File: src/rtl/mem_port_arbiter.sv
// Two-port round-robin arbiter and access sequencer for a single-port memory.
// Every output is a register; reset is asynchronous and abandons any access in flight.
module mem_port_arbiter #(
  parameter int AW      = 9,
  parameter int DW      = 16,
  parameter int MEM_LAT = 1
) (
  input  logic          clk,
  input  logic          rst,
  input  logic          p0_req,
  input  logic          p0_we,
  input  logic [AW-1:0] p0_addr,
  input  logic [DW-1:0] p0_wdata,
  output logic          p0_ack,
  output logic [DW-1:0] p0_rdata,
  input  logic          p1_req,
  input  logic          p1_we,
  input  logic [AW-1:0] p1_addr,
  input  logic [DW-1:0] p1_wdata,
  output logic          p1_ack,
  output logic [DW-1:0] p1_rdata,
  output logic          mem_write,
  output logic          mem_read,
  output logic [AW-1:0] mem_addr,
  output logic [DW-1:0] mem_din,
  input  logic [DW-1:0] mem_dout,
  output logic          busy,
  output logic          last_grant
);

  typedef enum logic [1:0] {IDLE, ACCESS, WAIT, RESP} state_t;

  localparam logic [2:0] LAT = 3'(MEM_LAT);

  state_t                  state_reg, state_next;
  logic [2:0]              cnt_reg, cnt_next;
  logic                    gnt_reg, gnt_next;
  logic                    we_reg, we_next;
  logic                    last_reg, last_next;
  logic [AW-1:0]           addr_reg, addr_next;
  logic [DW-1:0]           din_reg, din_next;
  logic                    write_reg, write_next;
  logic                    read_reg, read_next;
  logic                    busy_reg, busy_next;
  logic [1:0]              ack_reg, ack_next;
  logic [1:0][DW-1:0]      rdata_reg, rdata_next;

  // On a tie the port that did not win last time is served.
  logic          sel;
  logic          sel_we;
  logic [AW-1:0] sel_addr;
  logic [DW-1:0] sel_wdata;

  assign sel       = (p0_req && p1_req) ? ~last_reg : p1_req;
  assign sel_we    = sel ? p1_we    : p0_we;
  assign sel_addr  = sel ? p1_addr  : p0_addr;
  assign sel_wdata = sel ? p1_wdata : p0_wdata;

  always_ff @(posedge clk or posedge rst) begin
    if (rst) begin
      state_reg <= IDLE;
      cnt_reg   <= '0;
      gnt_reg   <= 1'b0;
      we_reg    <= 1'b0;
      last_reg  <= 1'b1;
      addr_reg  <= '0;
      din_reg   <= '0;
      write_reg <= 1'b0;
      read_reg  <= 1'b0;
      busy_reg  <= 1'b0;
      ack_reg   <= '0;
      rdata_reg <= '0;
    end else begin
      state_reg <= state_next;
      cnt_reg   <= cnt_next;
      gnt_reg   <= gnt_next;
      we_reg    <= we_next;
      last_reg  <= last_next;
      addr_reg  <= addr_next;
      din_reg   <= din_next;
      write_reg <= write_next;
      read_reg  <= read_next;
      busy_reg  <= busy_next;
      ack_reg   <= ack_next;
      rdata_reg <= rdata_next;
    end
  end

  always_comb begin
    state_next = state_reg;
    cnt_next   = cnt_reg;
    gnt_next   = gnt_reg;
    we_next    = we_reg;
    last_next  = last_reg;
    addr_next  = addr_reg;
    din_next   = din_reg;
    write_next = 1'b0;
    read_next  = 1'b0;
    ack_next   = '0;
    rdata_next = rdata_reg;

    case (state_reg)
      IDLE: begin
        if (p0_req || p1_req) begin
          gnt_next   = sel;
          last_next  = sel;
          we_next    = sel_we;
          addr_next  = sel_addr;
          din_next   = sel_wdata;
          // Strobes are registered here so they are high exactly during ACCESS.
          write_next = sel_we;
          read_next  = ~sel_we;
          state_next = ACCESS;
        end
      end
      ACCESS: begin
        if (we_reg) begin
          ack_next[gnt_reg] = 1'b1;
          state_next        = RESP;
        end else begin
          cnt_next   = LAT;
          state_next = WAIT;
        end
      end
      WAIT: begin
        cnt_next = cnt_reg - 3'd1;
        if (cnt_reg == 3'd1) begin
          rdata_next[gnt_reg] = mem_dout;
          ack_next[gnt_reg]   = 1'b1;
          state_next          = RESP;
        end
      end
      RESP: begin
        state_next = IDLE;
      end
      default: begin
        state_next = IDLE;
      end
    endcase

    busy_next = (state_next != IDLE);
  end

  assign mem_write  = write_reg;
  assign mem_read   = read_reg;
  assign mem_addr   = addr_reg;
  assign mem_din    = din_reg;
  assign busy       = busy_reg;
  assign last_grant = last_reg;
  assign p0_ack     = ack_reg[0];
  assign p1_ack     = ack_reg[1];
  assign p0_rdata   = rdata_reg[0];
  assign p1_rdata   = rdata_reg[1];

endmodule

File: config.mk
export PLATFORM = sky130hd
export DESIGN_NAME = mem_port_arbiter
export DESIGN_NICKNAME = d
export VERILOG_FILES = /design/src/rtl/mem_port_arbiter.sv
export SDC_FILE = /design/constraint.sdc
export NUM_CORES = 1
export LEC_CHECK = 0
export ABC_AREA = 1
export CORE_ASPECT_RATIO = 0.75
export CORE_MARGIN = 1
export CORE_UTILIZATION = 35
export DETAILED_ROUTE_END_ITERATION = 12
export DONT_BUFFER_PORTS = 1
export MAX_ROUTING_LAYER = met4
export PLACE_DENSITY_LB_ADDON = 0.05
export SYNTH_ARGS = -nofsm -noshare
export SYNTH_HDL_FRONTEND = slang
export SYNTH_SLANG_ARGS = --single-unit
File: constraint.sdc
create_clock -name clk -period 1.9 [get_ports clk]
set_input_delay 0.19 -clock clk [delete_from_list [all_inputs] [get_ports clk]]
set_output_delay 0.19 -clock clk [all_outputs]
set_load 0.05 [all_outputs]
After elaboration in Yosys (flattened, before gate mapping)
Cells that the tools add are included.
{"block": "word_totals", "reg_bits": 70, "input_bits": 72, "out_inout_bits": 63, "elab_cells": 54}
{"block": "op_classes", "add_sub_neg": 1, "order_cmp": 2, "eq_ne": 5, "n_mux": 22, "n_bitwise": 2, "reduce_logical": 9}
{"operator": "$bwmux 32", "n": 1}
{"operator": "$mux 16", "n": 2}
{"operator": "$demux 16 s1", "n": 1}
{"operator": "$mux 9", "n": 1}
{"operator": "$mux 1", "n": 8}
{"operator": "$mux 2", "n": 4}
{"operator": "$pmux 2 s4", "n": 1}
{"operator": "$pmux 3 s2", "n": 1}
{"operator": "$reduce_and 2->1", "n": 3}
{"operator": "$eq 2x2->1 const B", "n": 2}
{"operator": "$pmux 2 s2", "n": 1}
{"operator": "$reduce_bool 2->1", "n": 2}
{"operator": "$eq 3x1->1 const B", "n": 1}
{"operator": "$mux 3", "n": 1}
{"operator": "$sub 3x1->3 const B", "n": 1}
{"operator": "$eq 2x1->1 const B", "n": 1}
{"operator": "$logic_and 1x1->1", "n": 2}
{"operator": "$logic_not 2->1", "n": 1}
{"operator": "$lt 1x2->1 const B", "n": 1}
{"operator": "$ne 2x2->1 const B", "n": 1}
{"operator": "$not 1->1", "n": 2}
{"operator": "$demux 1 s1", "n": 1}
{"operator": "$ge 1x1->1 const B", "n": 1}
{"operator": "$logic_or 1x1->1", "n": 1}

Longest topological paths before layout
{"block": "depth", "depth_word": 6, "mapped_depth": 8}

Least setup slack after synthesis
No wires, ideal clock.
{"block": "synth_timing", "kind": "reg-to-reg", "startpoint": "register last_reg (netlist: last_grant)", "endpoint": "register we_reg", "setup_time_ns": 0.119, "arrival_ns": 1.242, "setup_slack_ns": 0.539, "path_stages_with_launch": 7, "cell_sequence": "dfstp_2 nand2_4 nand2_4 buf_6 nand2_2 nand3_1 nand2_1"}
{"block": "synth_via", "elab_chain_cells": 3}
{"element": "start: declaration", "line": "39", "rtl": "logic last_reg, last_next;"}
{"element": "start signal: assignment", "line": "78", "rtl": "last_reg <= last_next;"}
{"element": "$not 1->1", "line": "54", "rtl": "assign sel = (p0_req && p1_req) ? ~last_reg : p1_req;"}
{"element": "$mux 1", "line": "54"}
{"element": "$mux 1", "line": "55", "rtl": "assign sel_we = sel ? p1_we : p0_we;"}
{"element": "end signal: assignment", "line": "77", "rtl": "we_reg <= we_next;"}
{"element": "end: declaration", "line": "38", "rtl": "logic we_reg, we_next;"}
Every way passes these cells.
A chain may end at the register's enable or synchronous reset.

Final worst setup path
{"block": "layout_timing", "startpoint": "register state_reg[0]", "endpoint": "register we_reg"}
{"block": "layout_via", "elab_chain_cells": 2}
{"element": "start: declaration", "line": "35", "rtl": "state_t state_reg, state_next;"}
{"element": "start signal: assignment", "line": "74", "rtl": "state_reg <= state_next;"}
{"element": "$logic_not 2->1", "line": "102", "rtl": "case (state_reg)"}
{"element": "$reduce_and 2->1 (no line)"}
Every way passes these cells.

==> impl_metrics.csv <==
group,metric,value,unit
cts,numCtsBuffers,9,
yosys,yosys.area.top_type,"dfrtp_1",
critical_path,path_cells,"inv_1 -> ha_1 -> o21ai_2 -> inv_2 -> nand3_1 -> nand2_1",
power_and_ir_drop,seqPwrFrac,0.598,
critical_path,path_buf_inv,2,
die,die_w,112,microns
global_routing,grt_pass1_vias,2370,
critical_path,end_kind,"flip-flop",
sta,final-setup-viol-count,0,
power_and_ir_drop,powerDensity,2310,nW/um^2
yosys,syn-instance-count,376,
finish,layout-drive-gt1-share,0.0765,
die,ios,135,
routing,drt_iter0_markers,130,
flow_run,drv_cap,0,
yosys,ys_warn_count,0,
outcome,violations,"design-rule violations",
yosys,synthDominantCellAreaShare,0.548,
placed_design,port_buffers,0,
finish,diodes,0,
sta,rsz0062_at_grt,"false",
placed_design,place_ws,0.391,ns
routing,antenna_left,0,
global_routing,grt_overflow,0,
sta,setup_tns,0,ns
yosys,synth_top_cells_by_area,"dfrtp_1 55%, nand2_1 20%, nand3_1 4.8%",
cts,clockRootBuffer,"clkbuf_16",
power_and_ir_drop,clkPwrFrac,0.191,
sta,max-slew-margin-rel,0.626,
critical_path,path_class,"reg -> reg",
power_and_ir_drop,ir_drop,0.876,mV
power_and_ir_drop,internal_power,3.74,mW
critical_path,cpLargestDelayFamily,"buffers and inverters",
min_path,min_path_type,"in -> reg",
cts,clkSinkCount,70,
placed_design,place.gp.congestion,0.751,
global_routing,grt_max_degree,35,
cts,cts_resized,0,
sta,fin_skew,0.00514,ns
die,die_h,84.2,microns
critical_path,start_kind,"flip-flop",
yosys,synth_nets,453,
global_routing,grt_pass1_wl,12.2,mm
critical_path,cpPeakStageDelay,0.39,ns
critical_path,crit_path_max_fanout,27,
power_and_ir_drop,p_comb_frac,0.210,
cts,clkTransAtPathRegs,0.05,ns
global_routing,antenna_found_initial,0,
routing,totalWireLength,7.26,mm
finish,syn2layout_area_growth,10.8,%
critical_path,cp.required,2.16,ns
yosys,ys_ff_latch,70,
yosys,avgSynthCellArea,8.39,sq um
cts,cts_buffer_depth,2,
yosys,synth.cell_area,3150,sq um
finish,fin_nets,453,
routing,drcViolationCount,10,
cts,cts_tree,"done",
routing,num_vias,2327,
sta,layout_setup_ws,0.416,ns
finish,stdcell_area,3490,sq um
yosys,yosysUniqueCellTypes,23,
global_routing,grtUsageTotal,0.174,
placed_design,place_area,3210,sq um
sta,worst_pin_slew,0.559,ns
sta,hold_violations,0,
yosys,synth-seq-area-share,0.556,
die,initial_core_util,0.367,
routing,wl_per_cell,14.9,microns
power_and_ir_drop,p_sw,4.34,mW
cts,htreeDepth,3,
sta,fmax,674,MHz
critical_path,cp_slowest_cell,"dfrtp_1",
die,placementRows,29,
die,core,8600,sq um
sta,fin_crit,1.48,ns
routing,routed_via_density,4.78,
sta,timing.final.crit_share,0.781,
placed_design,hpwl,4.96,mm
cts,clk_latency,0.33,ns
critical_path,critical_path_arrival,1.75,ns
power_and_ir_drop,p_leak,1.89,nW
sta,slew_violations,0,
outcome,status,"complete, but fails checks",
routing,drtPass1Iterations,8,
power_and_ir_drop,p_sw_frac,0.537,
die,fp.dieArea,9400,sq um
[worst paths after layout]
path,startpoint,slack (ns),depth (start not counted),to
worst max-delay path,state_reg[0],0.42,6,we_reg
worst min-delay path,mem_dout[10],0.01,2,p0_rdata[10]
worst max register to register,state_reg[0],0.42,6,we_reg
worst min register to register,we_reg,0.50,2,we_reg
max in group asynchronous,rst,0.85,3,last_grant
min in group asynchronous,rst,0.39,2,mem_din[15]
[cells by family (layout without fill, tap and decap cells)]
logic type / Yosys count / after routing / synth area share
buf+inv: 50 / 53 / 0.0829
compound gates: 39 / 39 / 0.0631
simple gates: 211 / 211 / 0.275
flops: 70 / 70 / 0.556
xor+xnor: 1 / 1 / 0.00278
fa+ha+maj: 5 / 5 / 0.0198
[routing by layer]
layer / vias up / routed length [microns] / track usage
li1: 1166 / - / -
met1: 1075 / 3230 / 0.206
met2: 77 / 3230 / 0.261
met3: 9 / 696 / 0.0794
met4: 0 / 99 / 0.0627
met5: - / 0 / -
[synth_stat cells]
library cell	instances
inv_1	31
nand2_4	2
nand2_2	1
buf_6	7
buf_4	3
nand3_2	2
nand2_1	169
a21oi_1	2
nand3_1	30
nand3b_1	1
inv_2	1
buf_2	6
o21ai_2	1
dfstp_2	1
clkbuf_2	2
ha_1	5
o21ai_1	11
xor2_1	1
nor3_1	2
o21ai_0	25
nor2_2	1
nor2_1	3
dfrtp_1	69
[repair_timing]
action | CTS | global route
hold buffers | 1 | 0
setup buffers | 0 | 0
endpoints found under the hold margin | 22 | 0
[area by class of cell]
| class | instances | area [sq um] |
|---|---|---|
| fillers | 910 | 5110 |
| flip-flops and latches | 70 | 1750 |
| multi-input cells | 256 | 1140 |
| clock buffers | 13 | 270 |
| well taps | 108 | 135 |
| inverters | 32 | 124 |
| repair buffers | 7 | 67.6 |
| clock inverters | 1 | 5.00 |
[through the flow]
step	hold WS, ns	cells	total power, mW	util
floorplan	0.338	376	6.20	-
global placement	0.152	472	6.61	0.373
detailed placement	0.151	472	6.62	0.373
CTS	0.00385	487	8.22	0.406
global route	0.0143	487	8.64	0.406
finish	0.0115	487	8.09	0.406
[placed cells by master, fill, tap and decap left out]
cell type,instances
o21ai_0,25
nor2_1,3
nand3b_1,1
xor2_1,1
nor3_1,2
clkinvlp_4,1
ha_1,5
buf_4,5
o21ai_2,1
nand2_1,169
buf_12,1
clkbuf_8,3
dfstp_2,1
nor2_2,1
nand3_2,2
clkbuf_1,1
o21ai_1,11
clkinv_2,1
inv_1,30
inv_2,1
a21oi_1,2
dlygate4sd3_1,1
nand2_2,1
clkbuf_16,9
nand2_4,2
nand3_1,30
dfrtp_1,69
[power by group through the flow]
stage | combinational (mW) | clock (mW) | sequential (mW)
floorplan | 1.45 | 0 | 4.75
global placement | 1.72 | 0 | 4.89
detailed placement | 1.74 | 0 | 4.89
CTS | 1.76 | 1.61 | 4.86
global route | 2.05 | 1.66 | 4.93
finish | 1.70 | 1.55 | 4.84
No activity file was read; power rests on OpenSTA's default activity.
